## src/rtl/umi_rr_arbiter.sv

```systemverilog
// N-to-1 UMI request arbiter with round-robin or fixed-priority selection,
// per-requester disable mask and a single registered output stage.
module umi_rr_arbiter #(
    parameter int N   = 4,
    parameter int IDW = 2
) (
    input  logic             clk,
    input  logic             rst,
    input  logic [N*256-1:0] in_packet,
    input  logic [N-1:0]     in_valid,
    output logic [N-1:0]     in_ready,
    input  logic             arb_mode,
    input  logic [N-1:0]     req_mask,
    output logic [255:0]     out_packet,
    output logic             out_valid,
    input  logic             out_ready,
    output logic [IDW-1:0]   out_id
);

    logic [N-1:0]   elig;
    logic           free;
    logic           found;
    logic [IDW-1:0] win;
    logic [IDW-1:0] ptr;
    logic [255:0]   win_packet;

    assign elig = in_valid & ~req_mask;
    assign free = !out_valid || out_ready;

    // Round-robin scans indices above the pointer first, then wraps to 0..ptr;
    // fixed priority is just the wrapped pass without the pointer bound.
    always_comb begin
        found = 1'b0;
        win   = '0;
        if (!arb_mode) begin
            for (int k = 0; k < N; k++) begin
                if (!found && elig[k] && (IDW'(k) > ptr)) begin
                    found = 1'b1;
                    win   = IDW'(k);
                end
            end
        end
        for (int k = 0; k < N; k++) begin
            if (!found && elig[k] && (arb_mode || (IDW'(k) <= ptr))) begin
                found = 1'b1;
                win   = IDW'(k);
            end
        end
    end

    always_comb begin
        win_packet = '0;
        for (int k = 0; k < N; k++) begin
            if (win == IDW'(k)) begin
                win_packet = in_packet[k*256 +: 256];
            end
        end
    end

    always_comb begin
        in_ready = '0;
        if (!rst && free && found) begin
            for (int k = 0; k < N; k++) begin
                if (win == IDW'(k)) begin
                    in_ready[k] = 1'b1;
                end
            end
        end
    end

    // Pointer resets to N-1 so requester 0 is first in line after reset.
    always_ff @(posedge clk or posedge rst) begin
        if (rst) begin
            out_valid  <= 1'b0;
            out_packet <= '0;
            out_id     <= '0;
            ptr        <= IDW'(N - 1);
        end else if (free) begin
            if (found) begin
                out_valid  <= 1'b1;
                out_packet <= win_packet;
                out_id     <= win;
                ptr        <= win;
            end else begin
                out_valid  <= 1'b0;
            end
        end
    end

endmodule
```

## config.mk

```make
export PLATFORM = sky130hd
export DESIGN_NAME = umi_rr_arbiter
export DESIGN_NICKNAME = d
export VERILOG_FILES = /design/src/rtl/umi_rr_arbiter.sv
export SDC_FILE = /design/constraint.sdc
export NUM_CORES = 1
export LEC_CHECK = 0
export BUFFER_PORTS_ARGS = -buffer_cell sky130_fd_sc_hd__buf_2
export CAP_MARGIN = 20
export CORE_AREA = 2 2 513 515
export CTS_BUF_LIST = sky130_fd_sc_hd__clkbuf_4 sky130_fd_sc_hd__clkbuf_8
export DETAILED_ROUTE_END_ITERATION = 16
export DIE_AREA = 0 0 515 517
export PLACE_DENSITY = 0.3
export RECOVER_POWER = 50
export SLEW_MARGIN = 20
export SYNTH_ARGS = -nofsm -noshare
export SYNTH_HDL_FRONTEND = slang
export SYNTH_SLANG_ARGS = --single-unit
```

## constraint.sdc

```tcl
create_clock -name clk -period 15.15 [get_ports clk]
set_input_delay 1.515 -clock clk [delete_from_list [all_inputs] [get_ports clk]]
set_output_delay 1.515 -clock clk [all_outputs]
set_load 0.05 [all_outputs]
```

# Word-level counts from Yosys, hierarchy flattened
# Index checks and enable logic that the tools add are counted.
[op_classes]
eq_ne = 3
reduce_logical = 33
addsub = 0
shifts = 0
n_bitwise = 2
n_mul = 0
magnitude_cmp = 8
div_mod_pow = 0
muxes = 30
[ops]
columns = ["operator", "count"]
rows = [
  ["two-way mux 256 bit", 4],
  ["two-way mux 1 bit", 18],
  ["logical AND 1 bit", 17],
  ["two-way mux 2 bit", 7],
  ["logical NOT 1 bit", 9],
  ["logical OR 1 bit", 5],
  ["bitwise AND 4 bit", 1],
  ["== test 2 bit, second input constant", 2],
  ["greater-than comparator 1 x 2 -> 1 bit, first input constant", 2],
  ["greater-than comparator 2 bit, first input constant", 2],
  ["<= comparator 1 x 2 -> 1 bit, first input constant", 2],
  ["<= comparator 2 bit, first input constant", 2],
  ["two-way mux 4 bit", 1],
  ["NOT 4 bit", 1],
  ["== test 2 x 1 -> 1 bit, second input constant", 1],
  ["logical NOT 2 bit", 1],
  ["AND reduction 2 bit", 1],
]
[totals]
wordCells = 80
in_bits = 1036
reg_bits = 261
romBits = 0
mem_count = 0
out_inout_bits = 263
latchBits = 0
ram_bits = 0

# Longest topological paths before layout
# Gate-level depths: netlist (run 1).
[depth]
ltp_word = 41
mapped_depth = 10

# Worst setup path before layout (run 1)
# No wires, ideal clock.
[synth_path]
path_type = "input to output"
from = "in in_valid[0]"
to = "out in_ready[0]"
t_required_ns = 13.635
slack_ns = 9.499
arrival_time_ns = 4.136
cell_stages = 7
cell_sequence = "nor2b_1 > nor3_1 > a21oi_1 > nand2_2 > buf_4 > buf_2 > nor4_1"
[synth_via]
elab_chain_cells = 38
elab_cells_between_ends = 47
cone_classes = "mux: 22; bitwise: 1; reduce/logical: 24"
[synth_rtl]
columns = ["element", "line", "rtl"]
rows = [
  ["from (decl)", "10", "input logic [N-1:0] in_valid,"],
  ["bitwise AND 4 bit *", "27", "assign elig = in_valid & ~req_mask;"],
  ["logical AND 1 bit", "37", "if (!found && elig[k] && (IDW'(k) > ptr)) begin"],
  ["two-way mux 1 bit", "37", ""],
  ["two-way mux 1 bit", "35", "if (!arb_mode) begin"],
  ["logical NOT 1 bit", "37", ""],
  ["logical AND 1 bit (2 in series)", "37", ""],
  ["two-way mux 1 bit", "37", ""],
  ["two-way mux 1 bit", "35", ""],
  ["[... 19 more ...]", "n/a", ""],
  ["logical AND 1 bit (2 in series)", "44", "if (!found && elig[k] && (arb_mode || (IDW'(k) <= ptr))) begin"],
  ["two-way mux 1 bit", "44", ""],
  ["logical NOT 1 bit", "44", ""],
  ["logical AND 1 bit (2 in series)", "44", ""],
  ["two-way mux 2 bit", "44", ""],
  ["logical NOT 2 bit", "64", "if (win == IDW'(k)) begin"],
  ["two-way mux 1 bit", "64", ""],
  ["two-way mux 4 bit *", "62", "if (!rst && free && found) begin"],
  ["to (decl)", "11", "output logic [N-1:0] in_ready,"],
]
# Mark *: on every way between the ends. The rest lies on a longest branch, timed or not. The select of a mux whose other input is x is not followed.

==> run summary, run 1 <==
chip height = 517 µm
first-pass GRT wire length = 266200 µm
vias in the first global route = 26790
Longest Clk Path Bufs = 3
average routed wire per standard cell = 29.57 µm
Area after DPL = 29420 µm²
Critical Path Sink = out_packet[218]
Synth top area share = 0.3318
total iterations of the first detailed-routing run = 6
Yosys warnings = 0
design area = 30650 µm²
Net count, final = 4557
Setup CP Type = in2async
Top FF cell, synth = dfrtp_1
Seq cells post-synth = 261
register-to-register path setup slack = 10.12 ns
Max FO, Critical Path = 48
area delta synth->final = 56.90%
worst setup margin = 6.551 ns
top cells by area, synth = dfrtp_1 33%, a221oi_2 17%, o21ai_0 13%
Routed Wire Length = 207900 µm
PwrDens = 151.7 nW/µm²
Slew Limit Fails = 307
# rows = 188
Synth cell types = 40
# fillers = 30720
CTS tree = yes
worst vdd ir = 59.68 µV
worst reg2reg endpoint = out_packet[81]
post-CTS repair timing setup buffer count = 0
starting density of the core = 0.07481
critical path, cell by cell = clkbuf_1, clkinvlp_2, clkbuf_1, clkbuf_1
sequential element share of the synthesized area = 0.3345
share of layout cells above drive strength 1 = 0.4248
clock-pin slew on the worst setup and hold paths = 0.05 ns
Starting DRT DRC Count = 1626
startpoint types = input pin
Clock Skew = 0.04334 ns
WP data arrival = 8.77 ns
Finished Layout Cells = 7030
EDFF count, synth = 0
Die Wd = 515 µm
Inst Count DP = 6870
initial antenna violation count = 141
# resized after CTS = 0
failing checks = capacitance limit, slew limit
GP Congestion = 0.9059
cts hold-fix bufs = 0
final worst-path cycle share = 0.5676
H-tree depth = 3
slowest CP cell = clkbuf_1
CP Capture Type = asynchronous set/reset pin
Worst Path Required = 15.32 ns
Worst Tran Pin Value = 3.224 ns
boundary pin count = 1299
status = complete, but fails checks
asr flop ratio synth = 1.000
clock sink count = 261
crit path launch = rst
core area = 261100 µm²
fmax = 116.3 MHz
grt ovf = 0
post-synthesis cell area = 19530 µm²
Static Leak = 13.32 nW
largest net degree at the start of global routing = 115
final hold vios = 0
Rel. slew slack = -1.149
Hold WC Path Type = reg2reg
final setup vio count = 0
Syn Nets = 3424
HPWL Detailed = 167100 µm
Cells after Synth = 2388
CTS Buf Count = 69
cell accounting for the most synthesized area = dfrtp_1
CTS root buf = clkbuf_8
most used cell, CP = clkbuf_1
vias = 25860
DR vias/cell = 3.679
die area = 266300 µm²
crit-path max cell delay = 2.30 ns
GRT Total Usage = 0.1490
reg2reg start = out_valid
unrepaired setup endpoints after global routing = false
setup TNS = 0 ns
Worst Hold Margin = 0.5003 ns
Placement Setup Slack = 8.476 ns
Mean Syn Cell Area = 8.179 µm²
Period minus WS final = 8.599 ns
DRC = 0
Reg2Reg Depth = 6
Max Cap Viol = 7
port bufs = 1298
Antenna Nets Post-Route = 0
Clock Latency Late Sink = 0.79 ns
## cell usage after synthesis, types with 2 or more instances
library cell  instances
a21o_1              256
a21oi_1               2
a221oi_1             39
a221oi_2            217
buf_1                 2
buf_2               129
buf_4                29
clkbuf_1            115
clkbuf_2              8
dfrtp_1             259
dfstp_2               2
inv_1                 2
nand2_1               6
nand2b_1              3
nand3_1             255
nor2_1              517
nor2b_1               5
nor3_1                5
nor4_1                2
o21a_1                5
o21ai_0             494
o21ai_1              18
## per-layer routing
layer | GRT usage | share of wire
met1 | 0.1714 | 0.39
met2 | 0.2401 | 0.45
met3 | 0.06805 | 0.11
met4 | 0.05621 | 0.038
met5 | 0 | 0.0024
## logic make-up after synthesis
logic type / after synthesis / synth area share
DFF: 261 / 0.3345
and+or+nand+nor: 801 / 0.1743
buffers and inverters: 286 / 0.06969
AOI/OAI and AO/OA: 1040 / 0.4215
## worst max-delay path: cells and delay by family
family / cells / cell delay (ns)
buffers and inverters: 4 / 7.02
## worst min path at each step
stage | start | to | depth (start not counted)
final | out_id[1] | out_id[1] | 1
after global routing | out_id[0] | out_id[0] | 1
after detailed placement | out_id[1] | out_id[1] | 1
after floorplan | ptr[0] | ptr[0] | 1
after global placement | out_id[1] | out_id[1] | 1
after CTS | out_id[1] | out_id[1] | 1
## metrics by stage
step,total power [W],utilization
2_1_floorplan,0.002607,-
3_3_place_gp,0.003735,0.1127
3_5_place_dp,0.003728,0.1127
4_1_cts,0.004827,0.1179
5_1_grt,0.004912,0.1171
6_report,0.004650,0.1174
## registers in the layout (all words and copies together), names as in the netlist
name	flops
out_id	2
out_packet	256
ptr	2
out_valid	1
## placed cells by master, fill, tap and decap left out, types with 2 or more instances in the layout
master	n
buf_2	1123
nand3_1	255
nor3_2	2
a21o_1	256
nor4_1	2
a221oi_1	39
clkinv_2	6
nand2b_1	3
nor3_1	4
nand2_1	4
dfrtp_1	259
o21a_1	5
buf_4	40
dfstp_2	2
nand2_4	2
nor2_1	517
clkbuf_8	80
diode_2	48
clkinvlp_4	2
o21ai_0	492
o21ai_1	20
clkbuf_1	181
buf_12	2
clkbuf_4	21
a221oi_2	217
nor2b_1	4
## power breakdown
| group | total [W] | internal (W) | switching, W |
|---|---|---|---|
| Sequential | 0.00109 | 0.000920 | 0.000166 |
| Clock | 0.00103 | 0.000543 | 0.000483 |
| Combinational | 0.00254 | 0.000572 | 0.00197 |
| Total | 0.00465 | 0.00204 | 0.00261 |
## area by class of cell
class / count / area [µm²] / area share
inverter: 2 / 8.758 / 0.0002858
sequential: 261 / 6534 / 0.2132
antenna: 48 / 120.1 / 0.003919
tap: 3420 / 4279 / 0.1396
multi-input combinational: 1841 / 11710 / 0.3821
clock inverter: 11 / 95.09 / 0.003103
clock buffer: 101 / 1259 / 0.04107
timing repair buffer: 1346 / 6640 / 0.2167
No activity file was read; power rests on OpenSTA's default activity.
==> run 2, diff against run 1 <==
- CORE_AREA: 2 2 513 515 -> 2 2 509 511
- DIE_AREA: 0 0 515 517 -> 0 0 511 513
- clock period: 15.15 -> 7.6 ns (I/O delays scaled with it)
==> run 2 against run 1 <==
  * The flow still finishes with violations (capacitance limit, slew limit)
  * Die area is 1.5% lower
  * Final area is 1.2% higher
  * Worst hold slack worse by 0.24 ns
  * Flip-flop and latch count stayed put
  * Combinational power is 100% higher
  * Sequential share of layout area is 0.25 points lower
  * Critical path depth stayed put
  * Cell count is 0.21% lower
  * First-iteration DRC count is 1.7% higher
  * Routed wire length is 3.6% higher
  * Global-route usage is 0.85 points higher
  * Largest power group unchanged
==> run summary, run 2 (synthesis gave the netlist of run 1 again) <==
status = complete, but fails checks
failing checks = capacitance limit, slew limit
cts hold-fix bufs = 1 (+1)
vias = 25980 (+0.46%)
boundary pin count = 1299 (unchanged)
Rel. slew slack = -1.431 (-0.2817)
port bufs = 1298 (unchanged)
Period minus WS final = 5.830 ns
CTS tree = yes
grt ovf = 0 (unchanged)
Hold EP = out_packet[253]
multi-input logic area = 11710 µm² (about the same)
Die Wd = 511 µm (-0.78%)
chip height = 513 µm (-0.77%)
Worst Path Required = 6.84 ns (-8.48 ns)
register-to-register path setup slack = 2.17 ns (-7.95 ns)
die area = 262100 µm² (-1.5%)
Clock Latency Late Sink = 0.80 ns (about the same)
Setup CP Type = reg2out
Inst Count DP = 6833 (-0.54%)
Max FO, Critical Path = 49 (+2.1%)
# rows = 186 (-1.1%)
Clock Skew = 0.05805 ns (+0.01470 ns)
crit-path max cell delay = 2.59 ns (+0.29 ns)
clock-pin slew on the worst setup and hold paths = 0.07 ns (+0.02 ns)
Worst Tran Pin Value = 3.646 ns (+0.4226 ns)
DRT met1 WL = 81190 µm (-0.66%)
final worst-path cycle share = 0.7671
average routed wire per standard cell = 30.70 µm (+3.8%)
unrepaired setup endpoints after global routing = false
Antenna Nets Post-Route = 0 (unchanged)
most frequent cells in the layout = 1124 x buf_2, 517 x nor2_1, 493 x o21ai_0
WP data arrival = 5.07 ns (-3.70 ns)
total iterations of the first detailed-routing run = 6 (unchanged)
# resized after CTS = 0 (unchanged)
FF+latch area = 6534 µm² (unchanged)
post-CTS repair timing setup buffer count = 0 (unchanged)
Routed Wire Length = 215300 µm (+3.6%)
Max Cap Viol = 3 (-4)
starting density of the core = 0.07623 (+0.001422)
first-pass GRT wire length = 276200 µm (+3.8%)
worst reg2reg endpoint = out_packet[109]
DRC = 0 (unchanged)
final setup vio count = 0 (unchanged)
CTS root buf = clkbuf_8
area delta synth->final = 58.76%
H-tree depth = 3 (unchanged)
HPWL Detailed = 174000 µm (+4.1%)
final hold vios = 0 (unchanged)
DR vias/cell = 3.704 (+0.67%)
wire length on met3 = 28540 µm (+20%)
startpoint types = flop
setup TNS = 0 ns (unchanged)
CTS Buf Count = 72 (+4.3%)
GRT Total Usage = 0.1575 (+0.008500)
Longest Clk Path Bufs = 3 (unchanged)
Net count, final = 4560 (+0.066%)
Reg2Reg Depth = 6 (unchanged)
max reg flops = 256 (unchanged)
Hold WC Path Type = in2reg
Worst Hold Launch = in_packet[1021]
clock sink count = 261 (unchanged)
uppermost routed layer = met5
total power draw = 0.009539 W (+110%)
Finished Layout Cells = 7015 (-0.21%)
met2 wire length = 97390 µm (+3.7%)
PwrDens = 307.6 nW/µm² (+100%)
initial antenna violation count = 162 (+15%)
GP Congestion = 0.9539 (+5.3%)
commonest non-fill, non-tap cell in the layout = buf_2
share of layout cells above drive strength 1 = 0.4273 (+0.002491)
Static Leak = 13.50 nW (+1.3%)
vias in the first global route = 26630 (-0.60%)
critical path, cell by cell = nor2b_4, clkbuf_1, a211oi_1, buf_2
reg2reg start = out_valid
Hold Path Cell Cnt = 3 (+2)
core area = 256200 µm² (-1.9%)
Top Registers = out_packet x256, out_id x2, ptr x2
Starting DRT DRC Count = 1654 (+1.7%)
fmax = 171.5 MHz
Largest Register = out_packet
CP Capture Type = primary output
# fillers = 30090 (-2.0%)
largest net degree at the start of global routing = 116 (+0.87%)
slowest CP cell = clkbuf_1
worst vdd ir = 112.0 µV (+88%)
Slew Limit Fails = 135 (-56%)
-- run 2: cell count changes in the layout (fill, tap and decap cells not counted), moves of 2 or more --
cell	before	now
buf_4	40	27
diode_2	48	57
clkinv_8	0	3
clkbuf_1	181	177
inv_12	0	2
clkbuf_8	80	89
buf_12	2	17
-- run 2: critical path, delay by kind of cell, from the launching register on --
family,cells,cell delay (ns)
AND/OR/NAND/NOR,1,0.33
buffers and inverters,2,3.04
AO/OA/AOI/OAI,1,0.51
flip-flops,1,0.37
-- run 2: stage by stage --
| step | setup WS [ns] | util | area [µm²] | hold WS, ns |
|---|---|---|---|---|
| floorplan | 3.400 | - | 19540 | 0.5641 |
| global placement | 2.856 | 0.1153 | 29540 | 0.4689 |
| detailed placement | 2.904 | 0.1153 | 29550 | 0.4792 |
| CTS | 2.652 | 0.1214 | 31100 | 0.1170 |
| global route | 1.469 | 0.1207 | 30930 | 0.1854 |
| finish | 1.770 | 0.1210 | 31010 | 0.2558 |
-- run 2: power by group --
part / internal, W / total [W] / leakage [nW] / switching, W
sequential: 0.00183 / 0.00218 / 3.03 / 0.000350
clock: 0.00120 / 0.00222 / 0.816 / 0.00102
combinational: 0.00116 / 0.00513 / 9.66 / 0.00397
total: 0.00420 / 0.00954 / 13.5 / 0.00534
-- run 2: how the worst max path moves through the flow --
| stage | startpoint | endpoint | slack [ns] | cells after the start |
|---|---|---|---|---|
| after detailed placement | req_mask[3] | in_ready[2] | 2.90 | 8 |
| after floorplan | rst | out_id[0] | 3.40 | 1 |
| final | out_valid | in_ready[3] | 1.77 | 4 |
| after global placement | req_mask[3] | in_ready[2] | 2.86 | 8 |
| after CTS | ptr[1] | in_ready[2] | 2.65 | 6 |
| after global routing | out_valid | in_ready[3] | 1.47 | 4 |
-- run 2: layer usage --
| metal | GRT usage | up-vias |
|---|---|---|
| met5 | 0 | - |
| met4 | 0.05332 | 116 |
| met3 | 0.09288 | 370 |
| met2 | 0.2531 | 1488 |
| met1 | 0.1711 | 12850 |
| li1 | - | 11150 |
-- run 2: cell type report --
cell class | count | area share
Timing Repair Buffer | 1346 | 0.2207
Sequential cell | 261 | 0.2107
Multi-Input combinational cell | 1841 | 0.3775
Clock inverter | 14 | 0.005165
Clock buffer | 110 | 0.04459
Antenna cell | 57 | 0.004600
Inverter | 2 | 0.0002824
Tap cell | 3384 | 0.1365
